<file path="src/rtl/prime_pkg.sv">
// Shared definitions for the prime detector arbiter: operand width,
// sequencer states and the default statistics counter width.
package prime_pkg;

    localparam int PRIME_W   = 3;
    localparam int CNT_W_DEF = 8;

    typedef enum logic [1:0] {
        IDLE = 2'd0,
        EVAL = 2'd1,
        RESP = 2'd2
    } state_e;

endpackage

</file>
<file path="src/rtl/prime_det.sv">
// Combinational 3-bit primality detector: F = 1 for operands 2, 3, 5, 7.
// A is the operand MSB, C the LSB.
module prime_det (
    input  logic A,
    input  logic B,
    input  logic C,
    output logic F
);

    // 2,3 share the pattern 01x; 5,7 share 1x1.
    assign F = (~A & B) | (A & C);

endmodule

</file>
<file path="src/rtl/prime_det_arb.sv">
// Round-robin arbiter/sequencer sharing one prime_det among N_REQ requesters.
// Each transaction walks IDLE (grant) -> EVAL (detect) -> RESP (respond).
// The ack/is_prime outputs are registered, so they are visible in the cycle
// after RESP, which is also the one IDLE cycle in which the just-served
// requester is masked out.
// Optional per-requester prime-hit counters are built when the macro
// PRIME_ARB_STATS_EN is defined; otherwise hit_cnt is tied to zero.
module prime_det_arb
    import prime_pkg::*;
#(
    parameter int N_REQ = 4,
    parameter int CNT_W = CNT_W_DEF
) (
    input  logic                     clk,
    input  logic                     rst_n,
    input  logic [N_REQ-1:0]         req,
    input  logic [PRIME_W*N_REQ-1:0] data,
    output logic [N_REQ-1:0]         ack,
    output logic                     is_prime,
    output logic                     busy,
    input  logic                     stats_clr,
    output logic [CNT_W*N_REQ-1:0]   hit_cnt
);

    localparam int IDX_W = (N_REQ > 1) ? $clog2(N_REQ) : 1;

    state_e             state_q, state_d;
    logic [IDX_W-1:0]   gnt_q, gnt_d;
    logic [IDX_W-1:0]   ptr_q, ptr_d;
    logic [N_REQ-1:0]   mask_q, mask_d;
    logic [PRIME_W-1:0] opnd_q, opnd_d;
    logic               res_q, res_d;
    logic [N_REQ-1:0]   ack_q, ack_d;
    logic               is_prime_q, is_prime_d;

    logic [N_REQ-1:0]   eff_req;
    logic [IDX_W-1:0]   pick;
    logic               det_f;

    // First set bit of r at or after position p, wrapping modulo N_REQ.
    function automatic logic [IDX_W-1:0] rr_pick(input logic [N_REQ-1:0] r,
                                                 input logic [IDX_W-1:0] p);
        logic [IDX_W-1:0] w;
        logic             found;
        int               idx;
        w     = '0;
        found = 1'b0;
        for (int k = 0; k < N_REQ; k++) begin
            idx = (int'(p) + k) % N_REQ;
            if (!found && r[idx]) begin
                w     = IDX_W'(idx);
                found = 1'b1;
            end
        end
        return w;
    endfunction

    prime_det u_det (
        .A (opnd_q[2]),
        .B (opnd_q[1]),
        .C (opnd_q[0]),
        .F (det_f)
    );

    assign eff_req = req & ~mask_q;
    assign pick    = rr_pick(eff_req, ptr_q);

    // Next-state and output decode for the grant/evaluate/respond sequence.
    always_comb begin
        state_d    = state_q;
        gnt_d      = gnt_q;
        ptr_d      = ptr_q;
        mask_d     = '0;
        opnd_d     = opnd_q;
        res_d      = res_q;
        ack_d      = '0;
        is_prime_d = 1'b0;
        case (state_q)
            IDLE: begin
                if (|eff_req) begin
                    gnt_d   = pick;
                    opnd_d  = data[PRIME_W*int'(pick) +: PRIME_W];
                    state_d = EVAL;
                end
            end
            EVAL: begin
                res_d   = det_f;
                state_d = RESP;
            end
            RESP: begin
                ack_d[gnt_q]  = 1'b1;
                is_prime_d    = res_q;
                mask_d[gnt_q] = 1'b1;
                ptr_d         = (int'(gnt_q) == N_REQ - 1) ? '0 : gnt_q + IDX_W'(1);
                state_d       = IDLE;
            end
            default: state_d = IDLE;
        endcase
    end

    // Sequencer state and registered outputs; reset drops any in-flight result.
    always_ff @(posedge clk or negedge rst_n) begin
        if (!rst_n) begin
            state_q    <= IDLE;
            gnt_q      <= '0;
            ptr_q      <= '0;
            mask_q     <= '0;
            opnd_q     <= '0;
            res_q      <= 1'b0;
            ack_q      <= '0;
            is_prime_q <= 1'b0;
        end else begin
            state_q    <= state_d;
            gnt_q      <= gnt_d;
            ptr_q      <= ptr_d;
            mask_q     <= mask_d;
            opnd_q     <= opnd_d;
            res_q      <= res_d;
            ack_q      <= ack_d;
            is_prime_q <= is_prime_d;
        end
    end

    assign ack      = ack_q;
    assign is_prime = is_prime_q;
    assign busy     = (state_q != IDLE);

`ifdef PRIME_ARB_STATS_EN
    logic [N_REQ-1:0][CNT_W-1:0] cnt_q, cnt_d;

    // Saturating prime-hit counters; a clear overrides a same-cycle hit.
    always_comb begin
        cnt_d = cnt_q;
        if (stats_clr) begin
            cnt_d = '0;
        end else if (state_q == RESP && res_q && cnt_q[gnt_q] != {CNT_W{1'b1}}) begin
            cnt_d[gnt_q] = cnt_q[gnt_q] + CNT_W'(1);
        end
    end

    // Counter storage.
    always_ff @(posedge clk or negedge rst_n) begin
        if (!rst_n) cnt_q <= '0;
        else        cnt_q <= cnt_d;
    end

    assign hit_cnt = cnt_q;
`else
    logic stats_clr_unused;
    assign stats_clr_unused = stats_clr;
    assign hit_cnt          = '0;
`endif

endmodule
</file>
<file path="config.mk">
export PLATFORM = sky130hd
export DESIGN_NAME = prime_det_arb
export DESIGN_NICKNAME = d
export VERILOG_FILES = /design/src/rtl/prime_pkg.sv /design/src/rtl/prime_det.sv /design/src/rtl/prime_det_arb.sv
export SDC_FILE = /design/constraint.sdc
export NUM_CORES = 1
export LEC_CHECK = 0
export ABC_AREA = 1
export CAP_MARGIN = 15
export CORE_MARGIN = 10
export CORE_UTILIZATION = 32
export CTS_BUF_LIST = sky130_fd_sc_hd__clkbuf_8
export CTS_CLUSTER_SIZE = 10
export DETAILED_ROUTE_END_ITERATION = 6
export MAX_ROUTING_LAYER = met4
export SLEW_MARGIN = 20
export SYNTH_ARGS = -nofsm -noshare
export SYNTH_HDL_FRONTEND = slang
export SYNTH_SLANG_ARGS = --single-unit
export TNS_END_PERCENT = 5
</file>
<file path="constraint.sdc">
create_clock -name clk -period 4.65 [get_ports clk]
set_input_delay 0.6975 -clock clk [delete_from_list [all_inputs] [get_ports clk]]
set_output_delay 0.6975 -clock clk [all_outputs]
set_load 0.01 [all_outputs]
</file>
Word level (Yosys, flattened, before mapping):

Index checks and enable logic that the tools add are counted.

* register bits after elaboration: 15
* input port bits: 19
* output and inout bits: 38

* reductions and logical operators: 14
* bitwise gates (word level): 9
* $add $sub $neg: 4
* equal/unequal tests: 4
* $mul: 1
* shift-type cells: 1
* $lt $le $gt $ge: 6
* mux-type cells: 25

Operator list (number)
* less-than comparator 3 x 4 -> 1 bit (second input constant): 3
* two-way mux 1 bit: 12
* two-way mux 2 bit: 6
* indexed part select 12 x 5 -> 3 bit: 1
* binary-select mux 1 bit (select 2 bit): 4
* less-than comparator 2 x 3 -> 1 bit (second input constant): 2
* OR reduction 2 bit: 3
* adder 2 x 1 -> 2 bit (second input constant): 2
* adder 2 bit (second input constant): 2
* bitwise AND 4 bit: 1
* equality test 2 x 1 -> 1 bit (second input constant): 2
* logical AND 1 bit: 4
* multiplier 2 x 2 -> 4 bit (first input constant): 1
* two-way mux 4 bit: 1
* NOT 4 bit: 1
* one-hot mux 2 bit (2 select lines): 1
* OR reduction 4 bit: 1
* bitwise AND 1 bit (first input constant): 3
* logical NOT 1 bit: 3
* bitwise AND 1 bit: 2
* demux 1 bit (select 2 bit): 1
* equality test 2 bit (second input constant): 1
* greater-or-equal comparator 2 x 1 -> 1 bit (second input constant): 1
* logical NOT 2 bit: 1
* other kinds (5): 5

Depth between registers and ports, before layout:

Gate-level depths: netlist of run 1.

* depth in word-level cells: 16
* gate-level depth with buffers: 15

By module:

From an unflattened synthesis of run 1, not the netlist that was laid out.

* cell total of the unflattened synthesis: 190
* area, all modules: 1391.3 um^2

By module, submodules not included
* prime_det_arb: times used 1, cells each 186, sequential area each 375.4 um^2, area an instance 1376.3 um^2
* prime_det: times used 1, cells each 4, sequential area each 0.0 um^2, area an instance 15.0 um^2

Least setup slack after synthesis of run 1:

No wires, ideal clock.

* kind: input -> register
* start: input req[2]
* end: register opnd_q[0]
* arrival time: 1546 ps
* path buffers: 0
* stages: 12
* slack: 2983 ps
* cell sequence: nand3_1 > nand2_1 > nand2_1 > nand2_2 > inv_1 > nand2_2 > nand2_4 > nand2_4 > nand2_1 > nand2_1 > nand2_1 > nand3_2

* cells in the longest elaborated chain, start to end: 15
* elaborated cells on any way between the ends: 29
* classes of those cells: mul: 1; shift: 1; mux: 18; bitwise: 1; reduce/logical: 8

RTL lines
* from (decl): line prime_det_arb.sv:16 `input logic [N_REQ-1:0] req,`
* bitwise AND 4 bit *: line prime_det_arb.sv:65 `assign eff_req = req & ~mask_q;`
* binary-select mux 1 bit (select 2 bit): line prime_det_arb.sv:50 `if (!found && r[idx]) begin`
* two-way mux 1 bit (implied by the code): line prime_det_arb.sv:50
* two-way mux 1 bit: line prime_det_arb.sv:50
* logical NOT 1 bit: line prime_det_arb.sv:50
* logical AND 1 bit: line prime_det_arb.sv:50
* two-way mux 1 bit: line prime_det_arb.sv:50
* logical NOT 1 bit: line prime_det_arb.sv:50
* logical AND 1 bit: line prime_det_arb.sv:50
* two-way mux 1 bit: line prime_det_arb.sv:50
* logical NOT 1 bit: line prime_det_arb.sv:50
* logical AND 1 bit: line prime_det_arb.sv:50
* two-way mux 2 bit: line prime_det_arb.sv:50
* multiplier 2 x 2 -> 4 bit: line prime_det_arb.sv:82 `opnd_d = data[PRIME_W*int'(pick) +: PRIME_W];`
* indexed part select 12 x 5 -> 3 bit: line prime_det_arb.sv:82
* to (signal assigned): line prime_det_arb.sv:117 `opnd_q <= opnd_d;`
* to (decl): line prime_det_arb.sv:31 `logic [PRIME_W-1:0] opnd_q, opnd_d;`

Mark *: on every way between the ends. The rest lies on a longest branch, timed or not. The select of a mux whose other input is x is not followed.
A chain may end at the register's enable or synchronous reset.

Final worst setup path of run 1:

* start: input req[0]
* end: register opnd_q[1]

The elaborated chain is that of the path after synthesis.

==> impl_metrics.env, run 1 <==
export IMPL_outcome="finished, final reports clean"
export IMPL_crit_chain="clkdlybuf4s50_1 > nand3_1 > nand2_1 > nand2_1 > nand2_2 > nand2_1 > nand2_1 > nand2_2 > nand2_4 > nand2_4 > nand2_1 > nand2_1 > nand2_1 > nand3_2"
export IMPL_slew_headroom_pct=56.3
export IMPL_clkLatencyLatePin_ps=250
export IMPL_finalPower_uw=856
export IMPL_grt_overflow=0
export IMPL_cpMostUsedCell="nand2_1"
export IMPL_powerDensity_nw_per_um2=600
export IMPL_die_area_um2=6700
export IMPL_crit_family="simple AND/OR/NAND/NOR gates"
export IMPL_cp_arrival_ps=2210
export IMPL_hold_buffers=0
export IMPL_dr_pass1_iters=4
export IMPL_maxCapViolations=0
export IMPL_slew_viol_final=0
export IMPL_p_leak_nw=0.751
export IMPL_initial_utilization_pct=33.2
export IMPL_max_stage_delay_ps=510
export IMPL_synth_area_um2=1220
export IMPL_drt_iter0_drc=44
export IMPL_yosysSeqAreaShare_pct=30.6
export IMPL_drc=0
export IMPL_synth_edff_count=0
export IMPL_synth_top_area_cell="dfrtp_1"
export IMPL_hold_slack_ps=453
export IMPL_design_area_um2=1430
export IMPL_cts_sinks=15
export IMPL_finalCritPeriodShare_pct=44.6
export IMPL_htree_num_levels=1
export IMPL_cts_tree="built"
export IMPL_core_area_um2=3690
export IMPL_setup_tns_ps=0
export IMPL_required_ps=4780
export IMPL_post_synth_num_cell_types=22
export IMPL_areaGrowthSynthToFinish_pct=16.4
export IMPL_synth_top_area_share_pct=30.6
export IMPL_final_nets=216
export IMPL_hp_class="reg2reg"
export IMPL_peakVddDrop_v=0.000198
export IMPL_ant_nets=0
export IMPL_worstSetupStartpointType="primary input"
export IMPL_fin_skew_ps=3.17
export IMPL_clk_transition_reported_paths_ps=60
export IMPL_timing_final_ws_setup_ps=2580
export IMPL_cts_resized=0
export IMPL_critical_path_class="in2reg"
export IMPL_antenna_cells=0
export IMPL_grt_max_degree=16
export IMPL_multi_input_area_um2=637
export IMPL_grt_total_usage_pct=7.41
export IMPL_dp_cells=236
export IMPL_timing_fmax_ghz=0.482
export IMPL_yosysWarnings=0
export IMPL_cts_buffers=3
export IMPL_fin_cells=240
export IMPL_syn_inst=167
export IMPL_grt_pass1_vias=883
export IMPL_viasPerCell=3.94
export IMPL_grt_pass1_wl_um=3910
export IMPL_synth_flop_cell="dfrtp_1"
export IMPL_synth_avg_cell_area_um2=7.33
export IMPL_clockBufferDepth=2
export IMPL_wl_per_cell_um=10.4
export IMPL_pre_cts_ws_ps=2310
export IMPL_rsz0062_at_grt="false"
export IMPL_critPathBufInv=1
export IMPL_fillers=435
export IMPL_synth_seq_cells=15
export IMPL_vias=946
export IMPL_die_width_um=81.9
export IMPL_worst_slew_pin_slew_ps=654
export IMPL_finalWeightedCongestion=0.795
export IMPL_cp_slowest_cell="clkdlybuf4s50_1"
export IMPL_drive_above_1_share_pct=8.33
export IMPL_antenna_found_initial=0
export IMPL_min_period_ps=2070
export IMPL_regArea_um2=375
export IMPL_port_buffers=23
export IMPL_wl_um=2500
export IMPL_synthMostInstantiatedCell="nand2_1"
export IMPL_async_flop_share_pct=100
export IMPL_hpwl_um=2180
export IMPL_cp_end_kind="register"
export IMPL_setup_violations=0
export IMPL_fp_dieH_um=81.9
export IMPL_num_rows=22
export IMPL_critPathMaxFanout=7
export IMPL_placed_cell_area_um2=1380
export IMPL_hold_viol=0
export IMPL_cts_setup_buffers=0
export IMPL_fin_util_pct=38.7
export IMPL_synthTopCellsByArea="dfrtp_1 (31%), buf_4 (20%), nand2_1 (13%), nand3_1 (7.8%), inv_1 (5.5%)"
export IMPL_clockRootBuffer="clkbuf_8"
export IMPL_ios=57
export IMPL_yosys_top_cells_count="nand2_1 (44), buf_4 (32), nand3_1 (19)"
## cell type report
type | instances | share of cell area [%]
multi-input combinational | 130 | 44.6
sequential | 15 | 26.3
timing repair buffer | 23 | 16.1
inverter | 20 | 5.44
tap | 48 | 4.21
clock buffer | 3 | 2.89
clock inverter | 1 | 0.351
## cell usage in the layout (no fill, tap or decap)
cell type	instances
o21ai_0	5
inv_2	1
dfrtp_1	15
nand2_1	44
nand4_1	2
nor2_1	10
inv_1	18
nor2_2	1
nand3_2	3
a221oi_1	1
clkdlybuf4s50_1	23
clkinv_2	1
xnor2_1	1
nand2_4	2
clkbuf_8	3
xor2_1	1
o22ai_1	1
conb_1	32
nand3_1	19
inv_4	1
nand2_2	3
nand4_4	1
ha_1	4
## layer usage
layer	wire, µm	up-vias	global-route usage [%]
met1	1020	398	8.24
li1	-	509	-
met2	1240	34	12.0
met3	223	5	3.38
met5	0	-	-
met4	17	0	1.53
## worst register-to-register path: stages (launching register included)
cell and delay, ps:
dfrtp_1 530, inv_4 110, nand3_1 80, nand2_1 80, nand2_1 100, nand2_2 70
inv_1 140, nand2_2 80, nand2_4 110, nand2_4 80, nand2_1 60, nand2_1 50
nand2_1 80, nand3_2 70
## state kept, by name, summed over array words and instances, names as in the netlist
signal,count
ptr_q,2
is_prime,1
res_q,1
opnd_q,3
ack,4
state_q,2
gnt_q,2
## path summary, 6_finish.rpt
| check | cells after the start | slack (ps) | end | start |
|---|---|---|---|---|
| max reg2reg | 13 | 2890 | opnd_q[1]$_DFFE_PN0P_ | ptr_q[0]$_DFFE_PN0P_ |
| max | 14 | 2580 | opnd_q[1]$_DFFE_PN0P_ | req[0] |
| min in group asynchronous | 1 | 850 | state_q[0]$_DFFE_PN0P_ | rst_n |
| min reg2reg | 1 | 450 | state_q[1]$_DFFE_PN0P_ | state_q[1]$_DFFE_PN0P_ |
| min | 1 | 450 | state_q[1]$_DFFE_PN0P_ | state_q[1]$_DFFE_PN0P_ |
| max in group asynchronous | 1 | 3380 | ack[1]$_DFF_PN0_ | rst_n |
## kinds of logic after synthesis
logic type,share of synthesized area [%]
adder cells (fa/ha/maj),4.09
XOR/XNOR,1.43
AND/OR/NAND/NOR,33.4
flip-flops,30.6
other,0.306
AO/OA/AOI/OAI,3.27
buffers and inverters,26.9
## power by group
group / internal, mW / switching (mW)
Combinational: 0.195 / 0.337
Clock: 0.0592 / 0.0422
Sequential: 0.182 / 0.0398
Total: 0.436 / 0.419
Power figures use the tool's default switching activity.
==> run 2, diff against run 1 <==
==> constraint.sdc (replaced) <==
create_clock -name clk -period 2 [get_ports clk]
set_input_delay 0.3 -clock clk [delete_from_list [all_inputs] [get_ports clk]]
set_output_delay 0.3 -clock clk [all_outputs]
set_load 0.01 [all_outputs]
==> impl_metrics.env, run 2 (synthesis gave the netlist of run 1 again) <==
export IMPL_outcome="finished, final reports clean"
export IMPL_final_nets=217
export IMPL_worst_slew_pin_slew_ps=652
export IMPL_rsz0062_at_grt="false"
export IMPL_largest_reg_flops=4
export IMPL_dr_pass1_iters=4
export IMPL_htree_num_levels=1
export IMPL_clkLatencyLatePin_ps=250
export IMPL_grt_total_usage_pct=7.55
export IMPL_timing_fmax_ghz=0.572
export IMPL_finalCritPeriodShare_pct=87.4
export IMPL_die_area_um2=6700
export IMPL_hold_viol=0
export IMPL_vias=965
export IMPL_drc=0
export IMPL_hpwl_um=2150
export IMPL_min_period_ps=1750
export IMPL_clockBufferDepth=2
export IMPL_ant_nets=0
export IMPL_clockRootBuffer="clkbuf_8"
export IMPL_grt_overflow=0
export IMPL_num_rows=22
export IMPL_fillers=420
export IMPL_maxCapViolations=0
export IMPL_fp_dieH_um=81.9
export IMPL_final_common_cell="nand2_1"
export IMPL_wl_per_cell_um=10.3
export IMPL_slew_viol_final=0
export IMPL_cp_end_kind="register"
export IMPL_powerDensity_nw_per_um2=1400
export IMPL_required_ps=2140
export IMPL_grt_pass1_wl_um=3970
export IMPL_core_area_um2=3690
export IMPL_die_width_um=81.9
export IMPL_cts_resized=0
export IMPL_r2r_cells=13
export IMPL_fin_skew_ps=4.75
export IMPL_grt_max_degree=16
export IMPL_antenna_cells=0
export IMPL_p_leak_nw=0.756
export IMPL_layout_common_cells="nand2_1 (44), conb_1 (32), clkdlybuf4s50_1 (23), nand3_1 (19), inv_1 (18)"
export IMPL_areaGrowthSynthToFinish_pct=17.1
export IMPL_cts_buffers=3
export IMPL_drt_iter0_drc=49
export IMPL_slew_headroom_pct=56.4
export IMPL_clk_transition_reported_paths_ps=60
export IMPL_setup_tns_ps=0
export IMPL_hold_buffers=0
export IMPL_port_buffers=23
export IMPL_cts_sinks=15
export IMPL_setup_violations=0
export IMPL_timing_final_ws_setup_ps=252
export IMPL_worstSetupStartpointType="register"
export IMPL_ios=57
export IMPL_critical_path_class="reg2reg"
export IMPL_pre_cts_ws_ps=72.6
export IMPL_initial_utilization_pct=33.2
export IMPL_critPathMaxFanout=8
export IMPL_wl_um=2470
export IMPL_hold_slack_ps=449
export IMPL_cp_arrival_ps=1880
export IMPL_antenna_found_initial=0
export IMPL_drive_above_1_share_pct=8.81
export IMPL_viasPerCell=4.00
export IMPL_r2r_setup_slack_ps=250
export IMPL_grt_pass1_vias=888
export IMPL_cts_setup_buffers=0
export IMPL_peakVddDrop_v=0.000441
export IMPL_design_area_um2=1430
export IMPL_finalWeightedCongestion=0.812
export IMPL_cts_tree="built"
export IMPL_hp_class="in2async"
export IMPL_placed_cell_area_um2=1390
run 2: final timing paths:
check                                       startpoint                      to
worst max-delay path              ptr_q[0]$_DFFE_PN0P_   opnd_q[1]$_DFFE_PN0P_
worst min-delay path                             rst_n      is_prime$_DFF_PN0_
worst max register to register    ptr_q[0]$_DFFE_PN0P_   opnd_q[1]$_DFFE_PN0P_
worst min register to register  state_q[1]$_DFFE_PN0P_  state_q[1]$_DFFE_PN0P_
max in group asynchronous                        rst_n        ack[1]$_DFF_PN0_
min in group clk                state_q[1]$_DFFE_PN0P_  state_q[1]$_DFFE_PN0P_
run 2: critical path, cell delays in order, from the launching register on:
cell,delay (ps)
dfrtp_1,540
inv_4,100
nand3_1,80
nand2_1,90
nand2_1,100
nand2_2,60
inv_1,140
nand2_2,80
nand2_4,110
nand2_4,80
nand2_1,60
nand2_1,50
nand2_1,70
nand3_2,70
run 2: per-layer routing:
metal | up-vias | global-route usage [%] | wire length, µm
met5 | - | - | 0
met3 | 3 | 3.38 | 227
li1 | 512 | - | -
met4 | 0 | 1.02 | 8
met2 | 33 | 11.9 | 1220
met1 | 417 | 8.87 | 1020
run 2: stage by stage:
| step | cells | power, mW | utilization [%] |
|---|---|---|---|
| global route | 241 | 2.26 | 38.9 |
| global placement | 237 | 1.79 | 37.6 |
| finish | 241 | 2.01 | 38.9 |
| floorplan | 198 | 1.55 | - |
| CTS | 241 | 2.04 | 38.9 |
| detailed placement | 237 | 1.79 | 37.6 |
run 2: power by group:
part / leakage, nW / total (mW) / internal [mW] / switching [mW]
clock network: 0.0255 / 0.239 / 0.138 / 0.101
logic: 0.537 / 1.26 / 0.467 / 0.789
registers: 0.193 / 0.516 / 0.424 / 0.0915
run 2: layout make-up:
type,count,area (µm²),share of cell area (%)
multi-input combinational,130,637,44.4
sequential,15,375,26.2
timing repair buffer,24,238,16.6
inverter,20,77.6,5.41
tap,48,60.1,4.19
clock buffer,3,41.3,2.88
clock inverter,1,5.00,0.349
